==> src/rtl/prog_even_divisor.sv <==
// prog_even_divisor: 50% duty clock divider by 2*H, H reloadable at output rising edges, plus free-running /2 and /4 taps
module prog_even_divisor #(
    parameter int CNT_W    = 8,
    parameter int DEF_HALF = 5
) (
    input  logic             clk,
    input  logic             rstn,
    input  logic             en,
    input  logic [CNT_W-1:0] half_i,
    input  logic             load_i,
    output logic             busy_o,
    output logic             load_ack_o,
    output logic             clk_div2,
    output logic             clk_div4,
    output logic             clk_div_p,
    output logic             tick_o
);
    localparam logic [CNT_W-1:0] ONE = CNT_W'(1);

    logic [CNT_W-1:0] cnt, act_h, pend_h;
    logic             wrap, rise, apply;

    // H=0 has no boundary, so a pending value is taken on the very next edge
    always_comb begin
        wrap  = act_h != '0 && en && cnt == act_h - ONE;
        rise  = wrap && !clk_div_p;
        apply = busy_o && (act_h == '0 || rise);
    end

    always_ff @(posedge clk or posedge rstn) begin
        if (rstn) begin
            clk_div2   <= 1'b0;
            clk_div4   <= 1'b0;
            clk_div_p  <= 1'b0;
            tick_o     <= 1'b0;
            load_ack_o <= 1'b0;
            busy_o     <= 1'b0;
            cnt        <= '0;
            act_h      <= CNT_W'(DEF_HALF);
            pend_h     <= '0;
        end else begin
            clk_div2   <= ~clk_div2;
            if (clk_div2) clk_div4 <= ~clk_div4;
            tick_o     <= rise;
            load_ack_o <= apply;
            busy_o     <= apply ? load_i : busy_o | load_i;
            if (load_i) pend_h <= half_i;
            if (apply) act_h <= pend_h;
            if (act_h == '0) begin
                cnt       <= '0;
                clk_div_p <= 1'b0;
            end else if (en) begin
                cnt <= wrap ? '0 : cnt + ONE;
                if (wrap) clk_div_p <= ~clk_div_p;
            end
        end
    end
endmodule

==> config.mk <==
export PLATFORM = sky130hd
export DESIGN_NAME = prog_even_divisor
export DESIGN_NICKNAME = d
export VERILOG_FILES = /design/src/rtl/prog_even_divisor.sv
export SDC_FILE = /design/constraint.sdc
export NUM_CORES = 1
export LEC_CHECK = 0
export BUFFER_PORTS_ARGS = -buffer_cell sky130_fd_sc_hd__buf_2
export CAP_MARGIN = 20
export CORE_AREA = 4 4 57 59
export DETAILED_ROUTE_END_ITERATION = 12
export DIE_AREA = 0 0 61 63
export PLACE_DENSITY = 0.84
export RECOVER_POWER = 50
export REMOVE_ABC_BUFFERS = 1
export SYNTH_ARGS = -nofsm -noshare
export SYNTH_HDL_FRONTEND = slang
export SYNTH_SLANG_ARGS = --single-unit
==> constraint.sdc <==
create_clock -name clk -period 3.2 [get_ports clk]
set_input_delay 0 -clock clk [delete_from_list [all_inputs] [get_ports clk]]
set_output_delay 0 -clock clk [all_outputs]
set_load 0.03 [all_outputs]
After elaboration in Yosys (flattened, before gate mapping)
Cells that the tools add are included.
- flip-flop bits (word level): 30
- bits in latches: 0
- RAM bits: 0
- memory bits (read-only): 0
- bits of input ports: 12
- output and inout bits: 6
- logic and storage cells: 34
- memories: 0
- add/sub/neg operators: 2
- $mul: 0
- divide/modulo/power cells: 0
- magnitude comparators: 0
- eq/ne operators: 1
- shift-type cells: 0
- mux-type cells: 7
- bitwise gates (word level): 4
- reductions and logical operators: 11
- operators by type and width (kind ; count):
    8-bit 2-to-1 mux ; 3
    8-bit by 1-bit adder with 8-bit output (second input constant) ; 1
    8-bit == test ; 1
    8-bit zero test ; 1
    8-bit nonzero test ; 1
    8-bit by 1-bit subtractor with 8-bit output (second input constant) ; 1
    1-bit logical AND ; 4
    1-bit 2-to-1 mux ; 4
    2-bit nonzero test ; 2
    1-bit NOT ; 3
    2-bit AND reduction ; 1
    1-bit zero test ; 1
    1-bit logical OR ; 1
    1-bit OR ; 1

Longest topological paths before layout
Gate-level depths: netlist of run 1.
- word-level depth: 7
- depth in mapped cells: 10

Worst setup path before layout of run 1
OpenSTA, ideal clock, no wires.
- path kind: reg-to-reg
- start point: register act_h[0]
- end point: register act_h[1]
- data arrival time: 2412 ps
- path slack: 663 ps
- cell stages (with the launch flop): 11
- buffers on the path: 0
- period minus slack after synthesis: 2537 ps
- cells stage by stage: dfstp_2 > inv_1 > ha_1 > xor2_1 > xnor2_1 > nand4_1 > or2_2 > or3_4 > clkinv_2 > o21ai_4 > mux2_4
- longest elaborated chain between the ends: 6
- ends and longest elaborated chain (what ; line ; source):
    start, declared ; 20 ; logic [CNT_W-1:0] cnt, act_h, pend_h;
    start signal, assigned ; 39 ; act_h <= CNT_W'(DEF_HALF);
    start signal, assigned ; 48 ; if (apply) act_h <= pend_h;
    8-bit by 1-bit subtractor with 8-bit output or 8-bit nonzero test (tied branches) ; 25 ; wrap = act_h != '0 && en && cnt == act_h - ONE;
    8-bit == test or 1-bit logical AND (tied branches) ; 25 ;
    1-bit logical AND * ; 25 ;
    1-bit logical AND * ; 26 ; rise = wrap && !clk_div_p;
    named net rise ; 21 ; logic wrap, rise, apply;
    1-bit logical OR * ; 27 ; apply = busy_o && (act_h == '0 || rise);
    1-bit logical AND * ; 27 ;
The timed path passes the listed nets; every way through them passes the cells marked *.
A chain may end at the register's enable or synchronous reset.

Worst setup path after layout of run 1
- start point: register act_h[0]
- end point: register act_h[7]
Same word-level chain as after synthesis.

==> results of run 1 <==
per-stage QoR:
step | worst slack (ns) | instances | utilization [%]
final | 0.504 | 189 | 64.6
after global routing | 0.413 | 189 | 64.6
after CTS | 0.518 | 188 | 64.5
after detailed placement | 0.531 | 170 | 58.4
after global placement | 0.621 | 170 | 58.4
after floorplan | 0.663 | 122 | -
cells in the final DEF (no fill, tap or decap), types with 2 or more instances in the layout:
cell and n:
sky130_fd_sc_hd__mux2_2 8, sky130_fd_sc_hd__clkbuf_4 5, sky130_fd_sc_hd__dfrtp_1 28, sky130_fd_sc_hd__dfstp_2 2
sky130_fd_sc_hd__nand2_1 5, sky130_fd_sc_hd__buf_2 17, sky130_fd_sc_hd__xnor2_1 9, sky130_fd_sc_hd__dlygate4sd3_1 10
sky130_fd_sc_hd__nor2_1 15, sky130_fd_sc_hd__mux2_4 8, sky130_fd_sc_hd__nand4_1 4, sky130_fd_sc_hd__xor2_1 10
sky130_fd_sc_hd__clkinv_2 2, sky130_fd_sc_hd__and4_1 2, sky130_fd_sc_hd__inv_1 8, sky130_fd_sc_hd__ha_1 2
sky130_fd_sc_hd__o21ai_0 3, sky130_fd_sc_hd__nand3_1 2
power by group:
part           switching (W)  internal [W]
Clock               0.000132      0.000105
Sequential          0.000125      0.000493
Combinational       0.000275      0.000298
cell families after synthesis:
| kind of cell | share of synthesized area, % |
|---|---|
| muxes | 15.0 |
| DFF | 51.3 |
| adders and majority gates | 1.70 |
| buffers and inverters | 2.90 |
| and+or+nand+nor | 12.3 |
| xor gates and xnor gates | 11.3 |
| AOI/OAI and AO/OA | 5.46 |
sequential cells by signal, summed over array words and instances (netlist names):
register and flops:
clk_div_p 1, tick_o 1, clk_div4 1, busy_o 1, cnt 8, pend_h 8
load_ack_o 1, clk_div2 1, act_h 8
routing by layer:
metal  up-vias  GRT usage, %
li1        487             -
met1       484          19.1
met2        18          24.7
met3         8          4.34
met4         0          9.76
met5         -             0
worst max-delay path, stage by stage (launching register included):
cell	delay (ns)
sky130_fd_sc_hd__dfstp_2	0.58
sky130_fd_sc_hd__inv_1	0.05
sky130_fd_sc_hd__ha_1	0.26
sky130_fd_sc_hd__xor2_1	0.21
sky130_fd_sc_hd__xnor2_1	0.13
sky130_fd_sc_hd__nand4_1	0.11
sky130_fd_sc_hd__or2_2	0.32
sky130_fd_sc_hd__or3_4	0.41
sky130_fd_sc_hd__clkinv_2	0.08
sky130_fd_sc_hd__o21ai_4	0.12
sky130_fd_sc_hd__mux2_4	0.32
final timing paths:
path / startpoint / to / slack (ns)
max: act_h[0]$_DFFE_PP1P_ / act_h[7]$_DFFE_PP0P_ / 0.50
min: load_i / busy_o$_DFF_PP0_ / 0.05
max reg2reg: act_h[0]$_DFFE_PP1P_ / act_h[7]$_DFFE_PP0P_ / 0.50
min reg2reg: clk_div2$_DFF_PP0_ / clk_div2$_DFF_PP0_ / 0.47
max in group asynchronous: rstn / act_h[7]$_DFFE_PP0P_ / 1.77
min in group asynchronous: rstn / pend_h[6]$_DFFE_PP0P_ / 0.17
area by class of cell:
cell class | count | area [sq um]
Timing Repair Buffer | 28 | 189
Clock inverter | 2 | 12.5
Inverter | 9 | 35.0
Tap cell | 31 | 38.8
Fill cell | 219 | 958
Multi-Input combinational cell | 83 | 672
Clock buffer | 6 | 51.3
Sequential cell | 30 | 753
==> impl_metrics.sql, run 1 <==
INSERT INTO impl_metrics (metric_group, metric, value, unit) VALUES
('status', 'outcome', 'finished, final reports clean', ''),
('detailed_routing', 'wl_met2', '1280', 'microns'),
('timing', 'fin_tns_setup', '0', 'ns'),
('detailed_routing', 'routed-via-count', '997', ''),
('yosys', 'synth-warning-count', '0', ''),
('yosys', 'synth_area_leader_cell', 'sky130_fd_sc_hd__dfrtp_1', ''),
('critical_path', 'crit_type', 'register to register', ''),
('yosys', 'postSynthCellCount', '124', ''),
('critical_path', 'worst_r2r_path_depth', '10', ''),
('hold_path', 'holdCritPathClass', 'input port to register', ''),
('clocking', 'cts.hold.buffers_added', '10', ''),
('clocking', 'clock_sinks', '30', ''),
('critical_path', 'critPathLaunchType', 'register', ''),
('floorplanning', 'dieHeight', '63', 'microns'),
('clocking', 'clk-insertion-delay-late', '0.34', 'ns'),
('finish', 'flow.area_growth_from_synthesis', '19.4', '%'),
('timing', 'period_needed', '2.70', 'ns'),
('yosys', 'synth_largest_type_area_fraction', '47.7', '%'),
('yosys', 'synth.avg_cell_area', '11.8', 'sq um'),
('grt', 'first_global_vias', '1009', ''),
('yosys', 'ys.flop_type', 'sky130_fd_sc_hd__dfrtp_1', ''),
('clocking', 'worst_setup_hold_path_clk_slew', '0.09', 'ns'),
('finish', 'layout_cell_area_excl_fill', '1750', 'sq um'),
('yosys', 'synth_most_common_cell', 'sky130_fd_sc_hd__dfrtp_1', ''),
('timing', 'worstMarginPinSlew', '1.02', 'ns'),
('detailed_routing', 'detail_route.wirelength', '2590', 'microns'),
('critical_path', 'required', '3.42', 'ns'),
('yosys', 'sequential_element_share_of_the_synthesized_area', '51.3', '%'),
('detailed_routing', 'wl_per_cell', '13.7', 'microns'),
('yosys', 'synthesis.area', '1470', 'sq um'),
('floorplanning', 'dieArea', '3840', 'sq um'),
('yosys', 'synth.lib_cells_used.distinct', '31', ''),
('clocking', 'postCtsResizedCells', '0', ''),
('place', 'place.gp.congestion', '0.790', ''),
('finish', 'nets', '171', ''),
('critical_path', 'path_max_fanout', '9', ''),
('detailed_routing', 'post_drt_via_cell_ratio', '5.28', ''),
('finish', 'layout-drive-gt1-share', '31.6', '%'),
('detailed_routing', 'wl_met1', '1110', 'microns'),
('timing', 'final-hold-violation-count', '0', ''),
('power', 'largest_vdd_supply_drop', '0.593', 'mV'),
('place', 'dp_hpwl', '1910', 'microns'),
('grt', 'aggregate_global_route_resource_usage', '16.0', '%'),
('grt', 'grt_pass1_wl', '4460', 'microns'),
('power', 'p_leak', '0.846', 'nW'),
('floorplanning', 'die_width', '61', 'microns'),
('timing', 'holdWs', '0.0466', 'ns'),
('detailed_routing', 'detail_route.first_pass.iterations', '4', ''),
('power', 'power_density', '815', 'nW/um^2'),
('place', 'port-buffer-count', '17', ''),
('clocking', 'post-cts-setup-buffers', '0', ''),
('detailed_routing', 'uppermost_layer_routed', 'met4', ''),
('yosys', 'synth.ff_latch_count', '30', ''),
('detailed_routing', 'postRouteAntennaNets', '0', ''),
('critical_path', 'cp-end-kind', 'register', ''),
('detailed_routing', 'detail_route.iter0.violations', '11', ''),
('timing', 'rsz_0062_raised_after_global_routing', 'no', ''),
('timing', 'worst_clock_skew', '0.00918', 'ns'),
('hold_path', 'holdPathStages', '2', ''),
('floorplanning', 'initial_utilization', '54.2', '%'),
('clocking', 'longest_clk_path_bufs', '2', ''),
('yosys', 'ys_async_sr_fraction', '100', '%'),
('timing', 'final-setup-viol-count', '0', ''),
('detailed_routing', 'met3_length', '132', 'microns'),
('grt', 'pin_count_of_the_biggest_net_entering_global_routing', '31', ''),
('yosys', 'synth-edff-count', '0', ''),
('critical_path', 'worst_ep_arrival_time', '2.92', 'ns'),
('power', 'total_power', '0.00143', 'W'),
('grt', 'antenna_found_initial', '0', ''),
('floorplanning', 'top_level_pins', '18', ''),
('yosys', 'netlist_top_cells_area', 'sky130_fd_sc_hd__dfrtp_1 (48%), sky130_fd_sc_hd__mux2_4 (8.2%), sky130_fd_sc_hd__mux2_2 (6.1%)', '');
(Power assumes the default switching activity.)
==> inputs of run 2 (changes only) <==
- ABC_AREA: not set -> 1
- CORE_AREA: 4 4 57 59 -> 4 4 61 63
- DIE_AREA: 0 0 61 63 -> 0 0 65 67
- PLACE_DENSITY: 0.84 -> 0.81
- clock period: 3.2 -> 2.27 ns (I/O delays scaled with it)
==> run 2 against run 1 <==
Register-to-register slack worse by 0.35 ns. Utilization down 3.1 points. Area after synthesis up 6.5%. Clock power up 37%. Critical path type unchanged. Largest power group is now combinational logic. Highest routed layer unchanged.
==> impl_metrics.sql, run 2 <==
INSERT INTO impl_metrics (metric_group, metric, value, unit) VALUES
('power', 'p_leak', '1.03', 'nW'),
('yosys', 'ys.flop_type', 'sky130_fd_sc_hd__dfrtp_1', ''),
('critical_path', 'cp-end-kind', 'register', ''),
('finish', 'layout.cells.most_common', 'sky130_fd_sc_hd__nand2_1', ''),
('place', 'dp_hpwl', '2230', 'microns'),
('detailed_routing', 'detail_route.wirelength', '3250', 'microns'),
('status', 'outcome', 'finished, final reports clean', ''),
('floorplanning', 'initial_utilization', '48.4', '%'),
('detailed_routing', 'detail_route.iter0.violations', '65', ''),
('yosys', 'synth_largest_type_area_fraction', '44.8', '%'),
('yosys', 'postSynthCellCount', '192', ''),
('timing', 'worst_clock_skew', '0.0129', 'ns'),
('floorplanning', 'die_width', '65', 'microns'),
('yosys', 'synth.ff_latch_count', '30', ''),
('detailed_routing', 'routed-via-count', '1358', ''),
('yosys', 'ys_async_sr_fraction', '100', '%'),
('timing', 'slew-limit-headroom', '39.8', '%'),
('floorplanning', 'core.rowCount', '21', ''),
('yosys', 'synth_most_common_cell', 'sky130_fd_sc_hd__nand2_1', ''),
('finish', 'layout.cells.most_common_list', 'sky130_fd_sc_hd__nand2_1 (68), sky130_fd_sc_hd__dfrtp_1 (28), sky130_fd_sc_hd__nor2_1 (19)', ''),
('critical_path', 'critPathLaunchType', 'register', ''),
('clocking', 'longest_clk_path_bufs', '2', ''),
('grt', 'first_global_vias', '1350', ''),
('grt', 'pin_count_of_the_biggest_net_entering_global_routing', '18', ''),
('grt', 'globalRouteOverflowTotal', '0', ''),
('timing', 'finalCritPeriodShare', '93.2', '%'),
('timing', 'worstMarginPinSlew', '0.903', 'ns'),
('detailed_routing', 'drc', '0', ''),
('yosys', 'synth-warning-count', '0', ''),
('detailed_routing', 'post_drt_via_cell_ratio', '4.76', ''),
('finish', 'fill_cells', '277', ''),
('clocking', 'clock_sinks', '30', ''),
('critical_path', 'r2r_slack', '0.16', 'ns'),
('grt', 'aggregate_global_route_resource_usage', '17.1', '%'),
('clocking', 'worst_setup_hold_path_clk_slew', '0.09', 'ns'),
('grt', 'antenna_found_initial', '0', ''),
('timing', 'maxSlewViolCount', '0', ''),
('floorplanning', 'dieArea', '4360', 'sq um'),
('yosys', 'sequential_element_share_of_the_synthesized_area', '48.2', '%'),
('detailed_routing', 'detail_route.first_pass.iterations', '4', ''),
('place', 'placed_cells_incl_taps', '254', ''),
('finish', 'biggestRegsByFlops', 'act_h x8, cnt x8, pend_h x8', ''),
('critical_path', 'r2r_start', 'act_h[0]$_DFFE_PP1P_', ''),
('finish', 'layout.cells.non_filler', '285', ''),
('critical_path', 'path_max_fanout', '9', ''),
('critical_path', 'cp_cell_sequence', 'inv_1 > ha_4 > nor2_1 > nor2_2 > nand2_1 > nor2_2 > nand3_1 > nor2_2 > nand3_2 > nand2_4 > nand2_4 > nand2_1 > nand2_1', ''),
('yosys', 'synth-edff-count', '0', ''),
('yosys', 'synthesis.area', '1560', 'sq um'),
('timing', 'fmax', '473', 'MHz'),
('timing', 'period_needed', '2.11', 'ns'),
('power', 'power_density', '1130', 'nW/um^2'),
('clocking', 'clock_tree_from_tritoncts', 'yes', ''),
('finish', 'nets', '252', ''),
('yosys', 'synth_area_leader_cell', 'sky130_fd_sc_hd__dfrtp_1', ''),
('yosys', 'synth.avg_cell_area', '8.14', 'sq um'),
('timing', 'final-setup-viol-count', '0', ''),
('critical_path', 'worst_r2r_path_depth', '13', ''),
('floorplanning', 'top_level_pins', '18', ''),
('yosys', 'netlist_top_cells_area', 'sky130_fd_sc_hd__dfrtp_1 (45%), sky130_fd_sc_hd__nand2_1 (16%), sky130_fd_sc_hd__xor2_1 (5.6%)', ''),
('finish', 'finish.utilization', '61.6', '%'),
('critical_path', 'worstSetupEndpoint', 'act_h[5]$_DFFE_PP0P_', ''),
('critical_path', 'required', '2.50', 'ns'),
('clocking', 'clk_root_buffer_cell', 'sky130_fd_sc_hd__clkbuf_4', ''),
('hold_path', 'holdCritPathClass', 'input port to register', ''),
('critical_path', 'worst_ep_arrival_time', '2.35', 'ns'),
('clocking', 'number_of_h_tree_levels', '2', ''),
('critical_path', 'crit_type', 'register to register', ''),
('critical_path', 'critical-path-max-stage-delay', '0.56', 'ns'),
('detailed_routing', 'wl_per_cell', '11.4', 'microns'),
('place', 'place.gp.congestion', '0.867', ''),
('critical_path', 'critical_path.reg2reg.endpoint', 'act_h[5]$_DFFE_PP0P_', ''),
('timing', 'final-hold-violation-count', '0', ''),
('job', 'maxCapViolations', '0', ''),
('clocking', 'cts-buffers-inserted', '5', ''),
('yosys', 'synth_commonest_cells', 'sky130_fd_sc_hd__nand2_1 (68), sky130_fd_sc_hd__dfrtp_1 (28), sky130_fd_sc_hd__nor2_1 (21)', ''),
('finish', 'area_of_the_multi_input_gates', '747', 'sq um'),
('power', 'total_power', '0.00226', 'W'),
('floorplanning', 'placeableCoreArea', '3230', 'sq um'),
('place', 'port-buffer-count', '17', ''),
('finish', 'antennaDiodeCount', '0', ''),
('critical_path', 'timing.critical_path.slowest_stage_cell', 'sky130_fd_sc_hd__dfstp_2', ''),
('finish', 'area.sequential', '753', 'sq um'),
('yosys', 'synth.lib_cells_used.distinct', '25', ''),
('floorplanning', 'dieHeight', '67', 'microns'),
('clocking', 'clk-insertion-delay-late', '0.33', 'ns'),
('grt', 'grt_pass1_wl', '5750', 'microns'),
('finish', 'flow.area_growth_from_synthesis', '27.3', '%'),
('finish', 'layout-drive-gt1-share', '18.4', '%'),
('critical_path', 'cp-startpoint', 'act_h[0]$_DFFE_PP1P_', ''),
('detailed_routing', 'postRouteAntennaNets', '0', ''),
('power', 'largest_vdd_supply_drop', '0.667', 'mV');
==> run 2: changes by cell type after synthesis, sizes merged, moves of 2 or more <==
cell and delta:
nand2 +68, mux2 -16, or3 -2, xnor2 -6, and4 -2, nor3 -2, nor2 +9, inv +10
nand3 +18, o21ai -3
==> run 2: per-layer routing <==
metal  share of wire [%]  GRT usage, %  routed length (microns)  up-vias
li1                    -             -                        -      689
met1                  43          20.3                     1400      640
met4                 2.6          7.39                       85        0
met5                   0             0                        0        -
met3                 3.8          4.05                      122        8
met2                  51          29.6                     1640       21
==> run 2: stage by stage <==
| step | instance area, sq um | TNS (ns) | setup slack, ns | hold WS (ns) |
|---|---|---|---|---|
| after floorplan | 1550 | 0 | 0.318 | 0.0893 |
| after global placement | 1700 | 0 | 0.240 | 0.0612 |
| after detailed placement | 1700 | 0 | 0.151 | 0.0617 |
| after CTS | 1940 | 0 | 0.110 | 0.0897 |
| after global routing | 1990 | -0.301 | -0.0713 | 0.114 |
| final | 1990 | 0 | 0.155 | 0.0980 |
==> run 2: cell families (layout without fill, tap and decap cells) <==
group / count (synthesis) / after routing / synth area share [%]
fa+ha+maj: 2 / 2 / 1.60
flops: 30 / 30 / 48.2
buf+inv: 21 / 68 / 5.12
simple gates: 124 / 124 / 36.6
compound gates: 2 / 2 / 0.721
xor+xnor: 13 / 13 / 7.77
==> run 2: area by class of cell <==
cell class | instances | area share [%]
inverter | 19 | 3.58
sequential | 30 | 37.9
clock inverter | 1 | 0.252
timing repair buffer | 41 | 15.1
tap | 46 | 2.89
multi-input combinational | 141 | 37.5
clock buffer | 7 | 2.77
==> run 2: timing repair <==
action                                  4_1_cts  5_1_grt
hold endpoints to repair                     23        0
endpoints found under the setup margin        0       10
hold buffers                                 18        0
gates resized for setup                       0        3
buffers inserted                              0        5
==> run 2: how the worst min path moves through the flow <==
stage                 from              endpoint  slack (ns)  cells after the start
finish              load_i      busy_o$_DFF_PP0_         0.1                      3
global route        load_i      busy_o$_DFF_PP0_        0.11                      3
CTS                 load_i      busy_o$_DFF_PP0_        0.09                      3
detailed placement    rstn      busy_o$_DFF_PP0_        0.06                      2
global placement      rstn    cnt[0]$_DFFE_PP0P_        0.06                      2
floorplan             rstn  act_h[1]$_DFFE_PP0P_        0.09                      1
==> run 2: power breakdown <==
part           switching [W]  total (W)  internal, W
sequential          0.000167   0.000847     0.000681
combinational       0.000658    0.00108     0.000425
clock               0.000175   0.000325     0.000150
==> run 2: worst max-delay path, delay by kind of cell (launching register included) <==
family	cells	cell delay, ns
buffers and inverters	1	0.09
adders and majority gates	1	0.28
DFF	1	0.56
and+or+nand+nor	11	1.08
